$ cat src/rtl/alu_pkg.sv
// rtl/alu_pkg.sv - shared ALU control code, alu_op class and immediate function-field constants
package alu_pkg;

  typedef enum logic [2:0] {
    ALU_ADD = 3'b000,
    ALU_SUB = 3'b001,
    ALU_SLT = 3'b010,
    ALU_AND = 3'b011,
    ALU_OR  = 3'b100,
    ALU_XOR = 3'b101,
    ALU_SLL = 3'b110,
    ALU_SRL = 3'b111
  } alu_code_e;

  typedef enum logic [1:0] {
    OP_LDST   = 2'b00,
    OP_BRANCH = 2'b01,
    OP_RTYPE  = 2'b10,
    OP_ITYPE  = 2'b11
  } alu_op_e;

  // Immediate-type function field; 001 has no immediate form and is reserved.
  localparam logic [2:0] FN_ADDI = 3'b000;
  localparam logic [2:0] FN_RSVD = 3'b001;
  localparam logic [2:0] FN_SLTI = 3'b010;
  localparam logic [2:0] FN_ANDI = 3'b011;
  localparam logic [2:0] FN_ORI  = 3'b100;
  localparam logic [2:0] FN_XORI = 3'b101;
  localparam logic [2:0] FN_SLLI = 3'b110;
  localparam logic [2:0] FN_SRLI = 3'b111;

endpackage

$ cat src/rtl/alu_control_decode.sv
// rtl/alu_control_decode.sv - combinational alu_op/function_input to ALU code decode
// The illegal output exists only when ALU_CTRL_ILLEGAL_CHK_EN is defined.
module alu_control_decode
  import alu_pkg::*;
(
  input  logic [1:0] alu_op,
  input  logic [2:0] function_input,
  output logic [2:0] code
`ifdef ALU_CTRL_ILLEGAL_CHK_EN
  ,
  output logic       illegal
`endif
);

  always_comb begin
    code = ALU_ADD;
    case (alu_op)
      OP_LDST:   code = ALU_ADD;
      OP_BRANCH: code = ALU_SUB;
      OP_RTYPE:  code = function_input;
      OP_ITYPE: begin
        case (function_input)
          FN_ADDI: code = ALU_ADD;
          FN_RSVD: code = ALU_ADD;
          FN_SLTI: code = ALU_SLT;
          FN_ANDI: code = ALU_AND;
          FN_ORI:  code = ALU_OR;
          FN_XORI: code = ALU_XOR;
          FN_SLLI: code = ALU_SLL;
          FN_SRLI: code = ALU_SRL;
          default: code = ALU_ADD;
        endcase
      end
      default:   code = ALU_ADD;
    endcase
  end

`ifdef ALU_CTRL_ILLEGAL_CHK_EN
  assign illegal = (alu_op == OP_ITYPE) && (function_input == FN_RSVD);
`endif

endmodule

$ cat src/rtl/alu_control_unit.sv
// rtl/alu_control_unit.sv - registered ALU control decode with valid and illegal tracking
// Define ALU_CTRL_ILLEGAL_CHK_EN to enable the illegal flag and saturating illegal_cnt.
module alu_control_unit
  import alu_pkg::*;
#(
  parameter int CODE_W = 3
) (
  input  logic              clk,
  input  logic              rst_n,
  input  logic [1:0]        alu_op,
  input  logic [2:0]        function_input,
  input  logic              in_valid,
  output logic [CODE_W-1:0] alu_control,
  output logic              out_valid,
  output logic              illegal,
  output logic [7:0]        illegal_cnt
);

  logic [CODE_W-1:0] w_code;
  logic [CODE_W-1:0] r_code;
  logic              r_valid;

`ifdef ALU_CTRL_ILLEGAL_CHK_EN
  logic       w_illegal;
  logic       r_illegal;
  logic [7:0] r_illegal_cnt;

  alu_control_decode u_decode (
    .alu_op         (alu_op),
    .function_input (function_input),
    .code           (w_code),
    .illegal        (w_illegal)
  );
`else
  alu_control_decode u_decode (
    .alu_op         (alu_op),
    .function_input (function_input),
    .code           (w_code)
  );
`endif

  // alu_control holds across idle cycles; only out_valid marks a fresh decode.
  always_ff @(posedge clk or negedge rst_n) begin
    if (!rst_n) begin
      r_code  <= '0;
      r_valid <= 1'b0;
    end else begin
      r_valid <= in_valid;
      if (in_valid) begin
        r_code <= w_code;
      end
    end
  end

`ifdef ALU_CTRL_ILLEGAL_CHK_EN
  always_ff @(posedge clk or negedge rst_n) begin
    if (!rst_n) begin
      r_illegal     <= 1'b0;
      r_illegal_cnt <= 8'd0;
    end else begin
      r_illegal <= in_valid && w_illegal;
      if (in_valid && w_illegal && (r_illegal_cnt != 8'hFF)) begin
        r_illegal_cnt <= r_illegal_cnt + 8'd1;
      end
    end
  end

  assign illegal     = r_illegal;
  assign illegal_cnt = r_illegal_cnt;
`else
  assign illegal     = 1'b0;
  assign illegal_cnt = 8'd0;
`endif

  assign alu_control = r_code;
  assign out_valid   = r_valid;

endmodule

$ cat config.mk
export PLATFORM = sky130hd
export DESIGN_NAME = alu_control_unit
export DESIGN_NICKNAME = d
export VERILOG_FILES = /design/src/rtl/alu_pkg.sv /design/src/rtl/alu_control_decode.sv /design/src/rtl/alu_control_unit.sv
export SDC_FILE = /design/constraint.sdc
export NUM_CORES = 1
export LEC_CHECK = 0
export BUFFER_PORTS_ARGS = -buffer_cell sky130_fd_sc_hd__buf_2
export CORE_AREA = 2 2 39 41
export CTS_CLUSTER_SIZE = 10
export DETAILED_ROUTE_END_ITERATION = 6
export DIE_AREA = 0 0 41 43
export GPL_ROUTABILITY_DRIVEN = 0
export PLACE_DENSITY_LB_ADDON = 0.1
export SYNTH_ARGS = -nofsm -noshare
export SYNTH_HDL_FRONTEND = slang
export SYNTH_SLANG_ARGS = --single-unit
$ cat constraint.sdc
create_clock -name clk -period 0.9 [get_ports clk]
set_input_delay 0.18 -clock clk [delete_from_list [all_inputs] [get_ports clk]]
set_output_delay 0.18 -clock clk [all_outputs]
set_load 0.05 [all_outputs]
# == After elaboration in Yosys (flattened, before gate mapping) ==
# Memories as Yosys holds them, arrays and structs flattened.
# Index checks and enable logic that the tools add are counted.
# classes
n_reduce_logical,1
eq_ne,3
n_mux,1
# ops
cell,n
3-bit one-hot mux with 4 select lines,1
"2-bit equality test, second input constant",2
"2-bit by 1-bit equality test with 1-bit output, second input constant",1
2-bit zero test,1
# totals
mem_bits_ro,24
register_bits,4
mem_count,1
# memory_table
name,depth,width,read_ports,rd_clocked_by_memory_dff,write_ports,line_no,source
(name not given),8,3,1,0,0,alu_control_decode.sv:22,case (function_input)

# == Longest topological paths before layout ==
# logic_depth
word_depth,2
ltp_mapped,3
ltp_nobuf,3

# == Cells and area by module ==
# A second synthesis with hierarchy kept.
# hier_totals
hier_cells,22
area_unflattened_um2,240.2
# by_module_without_submodules
mod,cells_each,seq_area_each_um2,instances,area_per_inst_um2
alu_control_unit,17,100.1,1,205.2
alu_control_decode,5,0.0,1,35.0

# == Least setup slack after synthesis ==
# OpenSTA, ideal clock, no wires.
# synth_path
kind,reg2reg
start,register alu_control[0] (netlist name)
end,register r_code[0] (netlist: alu_control[0])
path_stages_with_launch,2
setup_ns,0.121
period_less_slack_ns,0.928
arrival_ns,0.807
slack_ns,-0.028
path_buffers,0
cell_sequence,dfrtp_1 -> o22a_1
# synth_lines
element,line_no,source
end signal: assignment,alu_control_unit.sv:50,r_code <= w_code;
end: declaration,alu_control_unit.sv:20,logic [CODE_W-1:0] r_code;

# == Worst setup path after layout ==
# layout_path
start,register r_code[0] (netlist: alu_control[0])
end,output alu_control[0]
# layout_lines
element,line_no,source
end: declaration,alu_control_unit.sv:13,"output logic [CODE_W-1:0] alu_control,"
# No word-level cell between the ends.

==> out/results.tsv <==
metric	value	unit
Yosys warnings	0	
die area	1760	sq um
nature of the critical path endpoint	primary output	
Seq/Total Area, Yosys	0.442	
P_sw	255	uW
P_leak	0.177	nW
Final WS setup	-0.0838	ns
NumNets Final	49	
mapped cell area	226	sq um
via count	184	
Chip Height	43	microns
max-slew violation count	0	
vias in the first global route	152	
post-route ant nets	0	
Clk network pwr share	0.375	
Netlist cell types	8	
Max-cap violations	0	
Final setup viols	4	
Top delay family on crit path	flip-flops	
Post-Syn Instances	24	
synth top area cells	dfrtp_1, buf_4, o21ai_0	
Site Rows	14	
P_int	418	uW
arrival time at the worst endpoint	0.80	ns
later-pin clock latency in the skew report	0.24	ns
PD cells	2010	nW/um^2
WL/cell	8.13	microns
Worst-path clk slew	0.05	ns
Initial DRC Count	1	
Initial Util	0.164	
Syn Area/Cell	9.44	sq um
FF/Latch Area	101	sq um
clk sinks	4	
largest net degree at the start of global routing	8	
footprint of the multi-input gates	77.6	sq um
GRT Overall Usage	0.0714	
share of cells above drive strength 1	0.400	
Worst Skew	0	ns
fin crit period	0.984	ns
Min-Delay Path Class	input port to flop	
Final Instance Area	334	sq um
Crit path buffers/inverters	1	
FF+latch count, synth	4	
Fmax	1020	MHz
DRC	0	
status	complete, but fails checks	
Post-synth top flop	dfrtp_1	
Layout area overhead	47.5	%
# fillers	157	
CTS root buf	clkbuf_4	
CP Max Fanout	2	
Gate power share	0.320	
antenna cells	0	
vias per std cell	3.29	
worst-path cell chain	buf_6	
worst setup path class	flop to primary output	
DRT Pass-1 Iters	2	
critical path's slowest cell	dfrtp_2	
failing checks	setup timing	
post-synth top area share	0.442	
htree depth	1	
post-layout util	0.241	
Area after DPL	265	sq um
initial antenna violation count	0	
Post-synth top cells	buf_4, dfrtp_1, inv_1, o21ai_0, nand3_1	
Tcrit/Tclk final	1.09	
WP data required	0.72	ns
Num CTS Buffers	3	
Routed WL	455	microns
Die X	41	microns
Longest Clk Path Bufs	2	
Setup TNS Final	-0.214	ns
global route overflow	0	
first-pass GRT wire length	655	microns
count of input and output buffers	11	
Reg power frac	0.305	
Max stage delay on crit path	0.40	ns
core area	1380	sq um
EDFF count, synth	0	
RSZ-0062 raised after global routing	true	
CP Launch Type	flop	
final hold vios	0	
CTS tree	yes	
Switching Fraction	0.379	
Worst IR Drop VDD	582	uV
asr flop ratio synth	1.00	
most common cell in the synthesized netlist	buf_4	
top cell type by total area after synthesis	dfrtp_1	
Top-Level Pins	21	
Tot Pwr	673	uW
## logic make-up (layout without fill, tap and decap cells)
group                  count (synthesis)  in the layout  synth area share
and+or+nand+nor                        2              2            0.0442
DFF                                    4              4             0.442
buffers and inverters                 12             20             0.348
other                                  1              9            0.0166
AOI/OAI and AO/OA                      5              5             0.149
## per-stage QoR
step / setup WS [ns] / hold WS, ns / instances
floorplan: 0.0220 / -0.116 / 32
global placement: -0.0146 / -0.00466 / 50
detailed placement: -0.0208 / -0.00611 / 50
CTS: -0.101 / 0.123 / 55
global route: -0.126 / 0.119 / 56
finish: -0.0838 / 0.131 / 56
## sequential cells by signal, summed over array words and instances (netlist names)
| signal | count |
|---|---|
| out_valid | 1 |
| alu_control | 3 |
## per-layer routing
layer / track usage / part of all wire
met5: 0 / 0
met4: 0.0800 / 0
met3: 0.0995 / 0.16
met2: 0.0594 / 0.41
met1: 0.0677 / 0.43
## repair_timing
item | in CTS | in global routing
gates resized for setup | 8 | 0
pin swaps | 0 | 0
hold endpoints to repair | 4 | 0
buffers inserted | 0 | 1
setup endpoints to repair | 4 | 4
hold buffers | 1 | 0
## power groups by stage
stage                     combinational [mW]  clock, mW  sequential (mW)
after floorplan                        0.127          0            0.256
after global placement                 0.189          0            0.204
after detailed placement               0.190          0            0.204
after CTS                              0.210      0.276            0.205
after global routing                   0.225      0.292            0.207
final                                  0.215      0.253            0.205
## path summary, 6_finish.rpt
kind	startpoint	end	slack, ns	depth (start not counted)
max	alu_control[0]	alu_control[0]	-0.08	1
min	in_valid	out_valid	0.13	1
max reg2reg	alu_control[2]	alu_control[2]	0.17	3
min reg2reg	alu_control[0]	alu_control[0]	0.53	1
max in group asynchronous	rst_n	alu_control[1]	0.50	2
min in group asynchronous	rst_n	alu_control[2]	0.27	2
## placed cells by master (no fill, tap or decap)
cell type and n:
o22a_1 1, inv_1 3, o21ai_0 3, buf_6 4, buf_2 7, dlygate4sd3_1 1, dfrtp_1 3, dfrtp_2 1
clkbuf_1 1, buf_4 1, nand3_1 2, clkbuf_4 3, conb_1 9, o311a_1 1
## layout make-up
class / instances / area share
clock buffer: 4 / 0.0787
inverter: 3 / 0.0337
multi-input combinational: 16 / 0.232
sequential: 4 / 0.303
tap: 16 / 0.0599
timing repair buffer: 13 / 0.292
Note: power is estimated with default switching activity, not from simulation.
